File: config.mk
export PLATFORM = sky130hd
export DESIGN_NAME = conv_writeback
export DESIGN_NICKNAME = d
export VERILOG_FILES = /design/src/rtl/conv_wb_pkg.sv /design/src/rtl/conv_wb_post.sv /design/src/rtl/conv_writeback.sv
export SDC_FILE = /design/constraint.sdc
export NUM_CORES = 1
export LEC_CHECK = 0
export CORE_MARGIN = 1.5
export CORE_UTILIZATION = 55
export DETAILED_ROUTE_END_ITERATION = 8
export PLACE_DENSITY = 0.81
export SYNTH_ARGS = -nofsm -noshare
export SYNTH_HDL_FRONTEND = slang
export SYNTH_SLANG_ARGS = --single-unit
File: constraint.sdc
create_clock -name Clk0 -period 11.05 [get_ports Clk0]
set_input_delay 1.6575 -clock Clk0 [delete_from_list [all_inputs] [get_ports Clk0]]
set_output_delay 1.6575 -clock Clk0 [all_outputs]
set_load 0.02 [all_outputs]
File: src/rtl/conv_wb_pkg.sv
// Shared types and constants for the convolution result write-back stage.
package conv_wb_pkg;

  typedef enum logic [1:0] {
    Idle  = 2'b00,
    Read  = 2'b01,
    Drain = 2'b10,
    Done  = 2'b11
  } wb_state_e;

  // Result RAM returns data for the registered address one stage later.
  localparam int unsigned BUF_RD_LAT = 1;

endpackage

File: src/rtl/conv_wb_post.sv
// Bias add, reduction to DataWidth and optional ReLU; purely combinational.
// CONV_WB_SAT_EN selects saturation instead of wrap-around for the bias add.
module conv_wb_post #(
  parameter int unsigned DataWidth = 32
) (
  input  logic [DataWidth-1:0] data_i,
  input  logic [DataWidth-1:0] bias_i,
  input  logic                 relu_en_i,
  output logic [DataWidth-1:0] result_o
);

  logic [DataWidth-1:0] reduced;

`ifdef CONV_WB_SAT_EN
  logic [DataWidth:0] sum;

  always_comb begin
    sum = {data_i[DataWidth-1], data_i} + {bias_i[DataWidth-1], bias_i};
    // Sign bits disagree only when the signed result left the DataWidth range.
    if (sum[DataWidth] != sum[DataWidth-1]) begin
      reduced = sum[DataWidth] ? {1'b1, {(DataWidth-1){1'b0}}} : {1'b0, {(DataWidth-1){1'b1}}};
    end else begin
      reduced = sum[DataWidth-1:0];
    end
  end
`else
  always_comb begin
    reduced = data_i + bias_i;
  end
`endif

  always_comb begin
    result_o = (relu_en_i && reduced[DataWidth-1]) ? '0 : reduced;
  end

endmodule

File: src/rtl/conv_writeback.sv
// Streams S*S results from the result RAM, applies bias/ReLU and writes them to memory.
// Build option CONV_WB_SAT_EN (see conv_wb_post) saturates the bias add.
module conv_writeback
  import conv_wb_pkg::*;
#(
  parameter int unsigned DataWidth    = 32,
  parameter int unsigned MaxAddrWidth = 32,
  parameter int unsigned MaxPictWidth = 9,
  parameter int unsigned MaxPixelNum  = 18,
  parameter int unsigned BufAddrWidth = 10
) (
  input  logic                    Clk0,
  input  logic                    Rst,
  input  logic                    start_in,
  input  logic [MaxPictWidth-1:0] out_size_in,
  input  logic [MaxAddrWidth-1:0] out_base_addr_in,
  input  logic [DataWidth-1:0]    bias_in,
  input  logic                    relu_en_in,
  output logic [BufAddrWidth-1:0] buf_rd_addr_out,
  input  logic [DataWidth-1:0]    buf_rd_data_in,
  output logic [MaxAddrWidth-1:0] mem_wr_addr_out,
  output logic [DataWidth-1:0]    mem_wr_data_out,
  output logic                    mem_wr_en_out,
  input  logic                    mem_wr_ready_in,
  output logic                    busy_out,
  output logic                    done_out
);

  wb_state_e state_q, state_d;

  logic [MaxPixelNum-1:0]  size_ext, n_q, rd_idx_q, p1_idx_q;
  logic [MaxAddrWidth-1:0] base_q, wr_addr_q;
  logic [DataWidth-1:0]    bias_q, p1_data_q, wr_data_q, post_res;
  logic                    relu_q, p0_vld_q, p1_vld_q, wr_en_q;
  logic                    launch, stall, wr_accept, last_rd;

  assign size_ext  = MaxPixelNum'(out_size_in);
  assign launch    = (state_q == Idle) && start_in;
  assign stall     = wr_en_q && !mem_wr_ready_in;
  assign wr_accept = wr_en_q && mem_wr_ready_in;
  assign last_rd   = (rd_idx_q == n_q - MaxPixelNum'(1));

  conv_wb_post #(
    .DataWidth(DataWidth)
  ) u_post (
    .data_i   (p1_data_q),
    .bias_i   (bias_q),
    .relu_en_i(relu_q),
    .result_o (post_res)
  );

  always_comb begin
    state_d = state_q;
    unique case (state_q)
      Idle:  if (launch) state_d = (out_size_in == '0) ? Done : Read;
      Read:  if (!stall && last_rd) state_d = Drain;
      // p1 empty means the word being accepted is the final one.
      Drain: if (wr_accept && !p1_vld_q) state_d = Done;
      Done:  state_d = Idle;
    endcase
  end

  always_ff @(posedge Clk0) begin
    if (Rst) begin
      state_q   <= Idle;
      n_q       <= '0;
      base_q    <= '0;
      bias_q    <= '0;
      relu_q    <= 1'b0;
      rd_idx_q  <= '0;
      p0_vld_q  <= 1'b0;
      p1_vld_q  <= 1'b0;
      p1_idx_q  <= '0;
      p1_data_q <= '0;
      wr_en_q   <= 1'b0;
      wr_addr_q <= '0;
      wr_data_q <= '0;
    end else begin
      state_q <= state_d;
      if (launch) begin
        n_q      <= size_ext * size_ext;
        base_q   <= out_base_addr_in;
        bias_q   <= bias_in;
        relu_q   <= relu_en_in;
        rd_idx_q <= '0;
        p0_vld_q <= (out_size_in != '0);
      end else if (!stall) begin
        if (p0_vld_q) begin
          if (last_rd) p0_vld_q <= 1'b0;
          else         rd_idx_q <= rd_idx_q + MaxPixelNum'(1);
        end
        p1_vld_q  <= p0_vld_q;
        p1_idx_q  <= rd_idx_q;
        p1_data_q <= buf_rd_data_in;
        wr_en_q   <= p1_vld_q;
        if (p1_vld_q) begin
          wr_addr_q <= base_q + MaxAddrWidth'(p1_idx_q);
          wr_data_q <= post_res;
        end
      end
    end
  end

  assign buf_rd_addr_out = rd_idx_q[BufAddrWidth-1:0];
  assign mem_wr_addr_out = wr_addr_q;
  assign mem_wr_data_out = wr_data_q;
  assign mem_wr_en_out   = wr_en_q;
  assign busy_out        = (state_q != Idle);
  assign done_out        = (state_q == Done);

endmodule
==> metrics.csv <==
metric,value,unit
status,finished clean,
critPathBufInv,4,
clock.fmax,0.1598,GHz
post_synth_num_cell_types,80,
crit_path_end_kind,flop,
grt_max_degree,87,
cts_tree,done,
relSlewSlack,24.62,%
drt-wirelength-per-cell,16.84,um
p_leak,6.646,nW
clkLatencyLatePin,0.52,ns
place.gp.congestion,0.9070,
syn-num-nets,1885,
seq_area,4384,um^2
p_per_area,182.8,nW/um^2
cp_max_fo,13,
clockBufferDepth,3,
worstMarginPinSlew,1.125,ns
dr_total_vias,12210,
io_pins,187,
portBuffers,186,
drt_iter0_drc,901,
crit_required,11.42,ns
yosysWarnings,0,
fin_tns_setup,0,ns
final_common_cell,nand2_1,
timing.final.hold_violations,0,
fin_crit,6.259,ns
synth.yosys.seq_area_share,32.97,%
path_cells,clkdlybuf4s50_1 -> inv_1 -> nor2_1 -> inv_1 -> fa_1 -> fa_1 -> fa_1 -> fa_1 -> inv_1 -> ha_1 -> nor2_1 -> nor2_1 -> a311oi_1 -> o21ai_0 -> a31oi_1 -> xnor2_1 -> o21ai_0,
ys.flop_type,dfxtp_1,
finalPower,2.939,mW
irDropWorstVdd,0.1758,mV
grt_pass1_wl,57250,um
core_area,23610,um^2
fillers,1963,
grt_pass1_vias,11650,
setup_violations,0,
ys_async_sr_fraction,0,%
dp_hpwl,25820,um
post-cts-setup-buffers,0,
arrival,6.63,ns
rows,56,
busiest_layer,met2,
cts_sinks,219,
drive_gt1_share,4.510,%
multiInputGateArea,8192,um^2
grt_remaining_overflow,0,
crit_family,adder cells,
rsz0062_at_grt,no,
dieArea,25120,um^2
holdWs,0.4541,ns
drcViolationCount,0,
syn_to_final_growth,20.87,%
start_util,56.32,%
crit_type,in2reg,
ant_nets,0,
ctsHoldBuffers,0,
first_pass_iters,5,
die_y,158.5,um
crit_path_start_kind,input port,
drv_slew,0,
routed_via_density,5.770,
use_met3,3.157,%
netlist_instances,1650,
maxCapViolCount,0,
cp_common_cell,fa_1,
timing.final.crit_share,56.65,%
nets,2014,
max_stage_delay,0.76,ns
syn-cell-area,13300,um^2
cts.repair.resized,0,
final.setup_skew,0.02556,ns
htreeDepth,1,
die_w,158.5,um
wl,35630,um
synth_area_per_cell,8.060,um^2
grt_util_met2,48.41,%
mostFrequentLayoutCells,"350 x nand2_1, 219 x dfxtp_1, 198 x a21oi_1, 185 x clkdlybuf4s50_1, 91 x ha_1",
cts_made_buffers,25,
synth-seq-cells,219,
track_usage,28.27,%
min_path_type,reg2reg,
use_met1,37.01,%
clkTransAtPathRegs,0.06,ns
critPathSlowestCell,clkdlybuf4s50_1,
synth_edf_count,0,
cts-root-buf,clkbuf_16,
antenna_found_initial,1,
layout make-up:
class / count / share of cell area [%]
clock buffer: 33 / 4.266
antenna: 1 / 0.01557
timing repair buffer: 194 / 11.94
multi-input combinational: 1251 / 50.96
sequential: 219 / 27.27
clock inverter: 11 / 1.004
tap: 319 / 2.483
inverter: 88 / 2.055
metal layers:
metal	vias up	wire length, um
li1	5960	-
met1	5771	15780
met2	417	16750
met3	61	2134
met4	0	962
met5	-	0
stage by stage:
stage / cell area, um^2 / setup WS, ns / instances / utilization [%]
6_report: 16070 / 4.791 / 2116 / 68.07
5_1_grt: 16070 / 4.540 / 2116 / 68.07
4_1_cts: 16070 / 4.841 / 2115 / 68.06
3_5_place_dp: 15220 / 4.312 / 2071 / 64.48
3_3_place_gp: 15220 / 4.389 / 2071 / 64.48
2_1_floorplan: 13300 / 5.269 / 1650 / -
worst min-delay path: cells and delay by family, from the launching register on:
kind / cells / cell delay (ns)
DFF: 1 / 0.31
AOI/OAI and AO/OA: 1 / 0.05
and+or+nand+nor: 1 / 0.05
registers in the layout, indices dropped and copies added (netlist names):
| signal | flops |
|---|---|
| base_q | 32 |
| bias_q | 32 |
| mem_wr_addr_out | 32 |
| mem_wr_data_out | 32 |
| mem_wr_en_out | 1 |
| n_q | 17 |
| p0_vld_q | 1 |
| p1_data_q | 32 |
| p1_idx_q | 18 |
| p1_vld_q | 1 |
| rd_idx_q | 18 |
| relu_q | 1 |
| state_q | 2 |
cell usage after synthesis (32+ instances only):
cell	number	area, um^2
nand2_1	352	1321
dfxtp_1	219	4384
a21oi_1	198	991.0
ha_1	91	1139
inv_1	86	322.8
nor2_1	68	255.2
clkbuf_1	64	240.2
xnor2_1	46	402.9
nand3_1	43	215.2
o21ai_0	35	175.2
fa_1	34	680.7
nor3_1	32	160.2
path summary, 6_finish.rpt:
path                                   startpoint                               end  slack [ns]  cells past startpoint
setup / recovery                   out_size_in[6]              n_q[17]$_SDFFE_PP0P_        4.79                     17
hold / removal    mem_wr_addr_out[8]$_SDFFE_PP0P_   mem_wr_addr_out[8]$_SDFFE_PP0P_        0.45                      2
setup reg to reg          state_q[0]$_SDFFE_PP0P_  mem_wr_data_out[10]$_SDFFE_PP0P_        7.01                     12
hold reg to reg   mem_wr_addr_out[8]$_SDFFE_PP0P_   mem_wr_addr_out[8]$_SDFFE_PP0P_        0.45                      2
kinds of logic after synthesis:
| family | count (synthesis) | share of synthesized area, % |
|---|---|---|
| flip-flops | 219 | 32.97 |
| adder cells (fa/ha/maj) | 125 | 13.68 |
| buffers and inverters | 180 | 5.551 |
| XOR/XNOR | 77 | 5.175 |
| AO/OA/AOI/OAI | 409 | 20.05 |
| AND/OR/NAND/NOR | 631 | 21.90 |
| multiplexers | 9 | 0.6774 |
where the power goes:
group / total [mW] / internal (mW) / switching, mW
clock: 0.852 / 0.528 / 0.324
combinational: 1.11 / 0.442 / 0.664
sequential: 0.981 / 0.892 / 0.0885
total: 2.94 / 1.86 / 1.08
No activity file was read; power rests on OpenSTA's default activity.
